File: src/rtl/bldc_commutation_ctrl.sv
// Six-step BLDC commutation controller: filters the hall sensors, tracks rotor steps and
// drives the six bridge switches through a dead-time gap on every pattern change.
module bldc_commutation_ctrl #(
    parameter int unsigned FILTER_LEN = 4,
    parameter int unsigned STEP_W     = 16
) (
    input  logic              pclk,
    input  logic              preset_n,
    input  logic [2:0]        hall_values,
    input  logic              enable,
    input  logic              dir_cmd,
    input  logic              brake,
    input  logic [7:0]        dead_time,
    output logic [5:0]        phase_enable,
    output logic [1:0]        detected_dir,
    output logic              hall_fault,
    output logic [STEP_W-1:0] step_count
);

    localparam logic [3:0] FiltLen      = 4'(FILTER_LEN);
    localparam logic [5:0] BrakePattern = 6'b101010;

    typedef enum logic [1:0] {StIdle, StGap, StDrive, StFault} state_t;

    function automatic logic code_valid(input logic [2:0] code);
        return (code != 3'b000) && (code != 3'b111);
    endfunction

    function automatic logic [2:0] code_sector(input logic [2:0] code);
        logic [2:0] sec;
        sec = 3'd0;
        case (code)
            3'b001:  sec = 3'd0;
            3'b011:  sec = 3'd1;
            3'b010:  sec = 3'd2;
            3'b110:  sec = 3'd3;
            3'b100:  sec = 3'd4;
            3'b101:  sec = 3'd5;
            default: sec = 3'd0;
        endcase
        return sec;
    endfunction

    // Bit 2k = high side, bit 2k+1 = low side of phase k; reverse swaps the two sides.
    function automatic logic [5:0] sector_pattern(input logic [2:0] sec, input logic rev);
        logic [5:0] pat;
        pat = 6'b000000;
        case ({rev, sec})
            4'b0_000: pat = 6'b001001;
            4'b0_001: pat = 6'b100001;
            4'b0_010: pat = 6'b100100;
            4'b0_011: pat = 6'b000110;
            4'b0_100: pat = 6'b010010;
            4'b0_101: pat = 6'b011000;
            4'b1_000: pat = 6'b000110;
            4'b1_001: pat = 6'b010010;
            4'b1_010: pat = 6'b011000;
            4'b1_011: pat = 6'b001001;
            4'b1_100: pat = 6'b100001;
            4'b1_101: pat = 6'b100100;
            default:  pat = 6'b000000;
        endcase
        return pat;
    endfunction

    logic [2:0]        sync1_q, sync2_q, cand_q, acc_q;
    logic [3:0]        cnt_q, cnt_d;
    logic              accept, new_valid;
    state_t            state_q, state_d;
    logic [7:0]        gap_q, gap_d;
    logic [5:0]        target_q, target_d, target_now;
    logic [5:0]        phase_q, phase_d;
    logic              load_gap;
    logic [1:0]        dir_q, dir_d;
    logic [STEP_W-1:0] step_q, step_d;
    logic [2:0]        old_sec, new_sec, old_next, old_prev;

    // Stability counter includes the current sample, so acceptance lands 2+FILTER_LEN cycles
    // after the input settles. It resets saturated so the all-zero reset code is never accepted.
    always_comb begin
        cnt_d = cnt_q;
        if (sync2_q != cand_q) begin
            cnt_d = 4'd1;
        end else if (cnt_q != FiltLen) begin
            cnt_d = cnt_q + 4'd1;
        end
    end

    assign accept    = (cnt_d == FiltLen) && (sync2_q != acc_q);
    assign new_valid = code_valid(sync2_q);

    always_ff @(posedge pclk or negedge preset_n) begin
        if (!preset_n) begin
            sync1_q <= 3'b000;
            sync2_q <= 3'b000;
            cand_q  <= 3'b000;
            cnt_q   <= FiltLen;
            acc_q   <= 3'b000;
        end else begin
            sync1_q <= hall_values;
            sync2_q <= sync1_q;
            cand_q  <= sync2_q;
            cnt_q   <= cnt_d;
            if (accept) begin
                acc_q <= sync2_q;
            end
        end
    end

    assign target_now = brake ? BrakePattern : sector_pattern(code_sector(acc_q), dir_cmd);

    always_comb begin
        state_d  = state_q;
        gap_d    = gap_q;
        target_d = target_q;
        phase_d  = phase_q;
        load_gap = 1'b0;
        if (accept && !new_valid) begin
            state_d = StFault;
            phase_d = 6'b000000;
        end else if (state_q == StFault) begin
            phase_d = 6'b000000;
            if (!enable) begin
                state_d = StIdle;
            end
        end else if (!enable) begin
            state_d = StIdle;
            phase_d = 6'b000000;
        end else begin
            case (state_q)
                StIdle: begin
                    phase_d = 6'b000000;
                    if (code_valid(acc_q)) begin
                        load_gap = 1'b1;
                    end
                end
                StGap: begin
                    if (target_now != target_q) begin
                        load_gap = 1'b1;
                    end else if (gap_q == 8'd0) begin
                        state_d = StDrive;
                        phase_d = target_q;
                    end else begin
                        gap_d = gap_q - 8'd1;
                    end
                end
                StDrive: begin
                    if (target_now != target_q) begin
                        load_gap = 1'b1;
                    end
                end
                default: begin
                    state_d = StIdle;
                end
            endcase
            // A zero dead time skips the gap so the new pattern lands on the next edge.
            if (load_gap) begin
                target_d = target_now;
                if (dead_time == 8'd0) begin
                    state_d = StDrive;
                    phase_d = target_now;
                end else begin
                    state_d = StGap;
                    gap_d   = dead_time - 8'd1;
                    phase_d = 6'b000000;
                end
            end
        end
    end

    always_ff @(posedge pclk or negedge preset_n) begin
        if (!preset_n) begin
            state_q  <= StIdle;
            gap_q    <= 8'd0;
            target_q <= 6'b000000;
            phase_q  <= 6'b000000;
        end else begin
            state_q  <= state_d;
            gap_q    <= gap_d;
            target_q <= target_d;
            phase_q  <= phase_d;
        end
    end

    assign old_sec  = code_sector(acc_q);
    assign new_sec  = code_sector(sync2_q);
    assign old_next = (old_sec == 3'd5) ? 3'd0 : old_sec + 3'd1;
    assign old_prev = (old_sec == 3'd0) ? 3'd5 : old_sec - 3'd1;

    // Only valid-to-valid transitions move the step counter; an invalid previous code
    // (reset or post-fault) acts as "no previous sector".
    always_comb begin
        dir_d  = dir_q;
        step_d = step_q;
        if (accept && new_valid && code_valid(acc_q) && (state_q != StFault)) begin
            if (new_sec == old_next) begin
                dir_d  = 2'b01;
                step_d = step_q + STEP_W'(1);
            end else if (new_sec == old_prev) begin
                dir_d  = 2'b10;
                step_d = step_q - STEP_W'(1);
            end else begin
                dir_d  = 2'b00;
            end
        end
    end

    always_ff @(posedge pclk or negedge preset_n) begin
        if (!preset_n) begin
            dir_q  <= 2'b00;
            step_q <= '0;
        end else begin
            dir_q  <= dir_d;
            step_q <= step_d;
        end
    end

    assign phase_enable = phase_q;
    assign detected_dir = dir_q;
    assign hall_fault   = (state_q == StFault);
    assign step_count   = step_q;

endmodule

File: config.mk
export PLATFORM = sky130hd
export DESIGN_NAME = bldc_commutation_ctrl
export DESIGN_NICKNAME = d
export VERILOG_FILES = /design/src/rtl/bldc_commutation_ctrl.sv
export SDC_FILE = /design/constraint.sdc
export NUM_CORES = 1
export LEC_CHECK = 0
export ABC_AREA = 1
export ABC_CLOCK_PERIOD_IN_PS = 5850
export CORE_MARGIN = 1.5
export CORE_UTILIZATION = 56
export CTS_CLUSTER_DIAMETER = 60
export CTS_CLUSTER_SIZE = 20
export DETAILED_ROUTE_END_ITERATION = 10
export HOLD_SLACK_MARGIN = 0.15
export PLACE_DENSITY_LB_ADDON = 0.25
export SLEW_MARGIN = 40
export SYNTH_ARGS = -nofsm -noshare
export SYNTH_HDL_FRONTEND = slang
export SYNTH_SLANG_ARGS = --single-unit
File: constraint.sdc
create_clock -name pclk -period 5.85 [get_ports pclk]
set_input_delay 1.17 -clock pclk [delete_from_list [all_inputs] [get_ports pclk]]
set_output_delay 1.17 -clock pclk [all_outputs]
set_load 0.02 [all_outputs]
==> flow_summary.json <==
{
  "synthTopCellsByArea": "dfrtp_1, nand2_1, nand3_1",
  "ios": 41,
  "antenna_found_initial": 0,
  "period_minus_slack_ns": 4.10,
  "clk_pin_slew_worst_paths_ns": 0.11,
  "cts.sinks": 56,
  "finClkSkew_ns": 0.0130,
  "synthArstFlopShare_pct": 100,
  "place_congestion": 0.885,
  "cp_max_fo": 17,
  "grt_max_degree": 57,
  "drt-vias-per-instance": 5.40,
  "cts_tree": "built",
  "crit_type": "reg2reg",
  "clk_path_buf_depth": 2,
  "finalSetupViolCount": 0,
  "cts_resized": 0,
  "hold_class": "reg2reg",
  "postRouteAntennaNets": 0,
  "ys_warn_count": 0,
  "drc": 0,
  "slew-limit-headroom_pct": 53.7,
  "outcome": "complete, no violations",
  "insertion_delay_ns": 0.32,
  "synthDistinctLibCells": 43,
  "final_cell_mix": "nand2_1, nand3_1, inv_1",
  "rows": 31,
  "die-area_um2": 8010,
  "fin_setup_tns_ns": 0,
  "first_iter_violations": 225,
  "drv_slew": 0,
  "start_kind": "flip-flop",
  "grt_overflow_total": 0,
  "fin_util_pct": 65.4,
  "cp_data_arrival_time_ns": 4.30,
  "die-width_um": 89.5,
  "worst_pin_slew_ns": 0.694,
  "first_pass_iters": 5,
  "synth_edf_count": 0,
  "ir_drop_mv": 0.194,
  "synthFlopType": "dfrtp_1",
  "synth_area_um2": 4190,
  "ys_ff_latch": 56,
  "htree_num_levels": 2,
  "grt_pass1_wl_um": 15800,
  "core_area_um2": 7250,
  "vias": 3837,
  "post_cts_buffers": 0,
  "io_buffers": 40,
  "antenna_cells": 0,
  "cp.required_ns": 6.04,
  "hold_viol": 0,
  "syn_nets": 614,
  "rsz0062_at_grt": "false",
  "clock.fmax_ghz": 0.244,
  "syn_area_per_cell_um2": 7.30,
  "final.fill_count": 645,
  "ctsHoldBuffers": 0,
  "min_period_over_period_pct": 70.1,
  "grt_pass1_vias": 3571,
  "layout_commonest_cell": "nand2_1",
  "critPathCaptureType": "flip-flop",
  "leakagePower_nw": 2.36,
  "drt_wl_total_um": 9130,
  "cts_root_buf": "clkbuf_8",
  "synthToLayoutAreaGrowth_pct": 13.3,
  "die_y_um": 89.5,
  "yosysTopAreaCellShare_pct": 32.9,
  "dp_hpwl_um": 6960,
  "synth_top_cell_by_area": "dfrtp_1",
  "fin_nets": 651,
  "netlist_instances": 574,
  "initial_utilization_pct": 57.8,
  "maxCapViolations": 0,
  "drive_gt1_share_pct": 7.84,
  "grt_usage_pct": 24.9,
  "synth_seq_area_share_pct": 33.5,
  "wl_per_cell_um": 12.8,
  "numCtsBuffers": 5,
  "power_density_nw_per_um2": 436
}
-- cell type report --
type                       instances  area [um2]  share of cell area, %
inverter                          69         262                   5.51
clock buffer                       5        68.8                   1.45
clock inverter                     3        26.3                  0.554
timing repair buffer              42         410                   8.65
tap                               99         124                   2.61
sequential                        56        1400                   29.6
multi-input combinational        437        2450                   51.7
-- synthesized netlist by cell type, types with 2 or more instances --
master and instances:
buf_6 3, nand4_1 12, nand2_1 159, o21ai_0 25
nor2_4 4, o21ai_1 10, xor2_1 12, a21oi_1 18
inv_2 3, nor3_1 2, nand2_2 8, buf_2 7
nand2_4 2, o21a_1 2, dfrtp_1 55, nand3_1 80
or2_2 2, a21boi_0 2, nand3_2 8, ha_1 23
clkinv_1 2, inv_1 63, nor2_1 31, a21o_1 2
xnor2_1 21
-- final timing paths --
kind / startpoint / to / slack, ns / cells past startpoint
min reg2reg: sync1_q[1] / sync2_q[1] / 0.36 / 0
min: sync1_q[1] / sync2_q[1] / 0.36 / 0
max reg2reg: acc_q[2] / step_count[12] / 1.75 / 17
max in group asynchronous: preset_n / step_count[12] / 4.42 / 2
min in group asynchronous: preset_n / state_q[0] / 0.96 / 2
max: acc_q[2] / step_count[12] / 1.75 / 17
-- routing by layer --
metal,GRT usage [%],vias to the layer above,wire length (um)
li1,-,1946,-
met1,33.4,1781,4170
met4,5.03,0,93
met2,43.0,101,4450
met5,0,-,0
met3,3.42,9,415
-- stage by stage --
stage	instance area (um2)	total power [W]	std cells	hold WS (ns)	setup WS (ns)
after detailed placement	4650	0.00184	703	0.336	1.79
after CTS	4750	0.00208	711	0.363	1.76
after global routing	4750	0.00228	711	0.370	1.36
final	4750	0.00207	711	0.361	1.75
after global placement	4640	0.00180	703	0.332	2.04
after floorplan	4190	0.00158	574	0.331	2.47
-- flip-flops by register name, summed over array words and instances (netlist names) --
signal,cells
gap_q,8
acc_q,3
state_q,2
phase_enable,6
cnt_q,4
step_count,16
sync2_q,3
target_q,6
cand_q,3
sync1_q,3
detected_dir,2
-- critical path, cell delays in order (launching register included) --
cell and delay (ns):
dfrtp_1 0.65, inv_1 0.15, nand3_1 0.10, nand3_1 0.13, inv_1 0.08, ha_1 0.24, nand2_1 0.09, xor2_1 0.14
nor2_1 0.05, nand2_1 0.46, inv_1 0.24, fa_1 0.47, o21ai_0 0.34, a21oi_1 0.16, o21a_1 0.22, o21ai_0 0.21
xnor2_1 0.14, o21ai_0 0.10
-- report_power, final --
group          internal [W]  switching [W]  total [W]  leakage, nW
Clock             0.0000886       0.000142   0.000231       0.0491
Sequential         0.000476       0.000103   0.000579        0.724
Combinational      0.000466       0.000796    0.00126         1.59
Total               0.00103        0.00104    0.00207         2.36
-- cells by family after synthesis --
family	share of synthesized area [%]
AO/OA/AOI/OAI	8.33
flip-flops	33.5
multiplexers	0.269
AND/OR/NAND/NOR	35.5
adder cells (fa/ha/maj)	7.35
buffers and inverters	8.15
XOR/XNOR	6.90
Note: power is estimated with default switching activity, not from simulation.
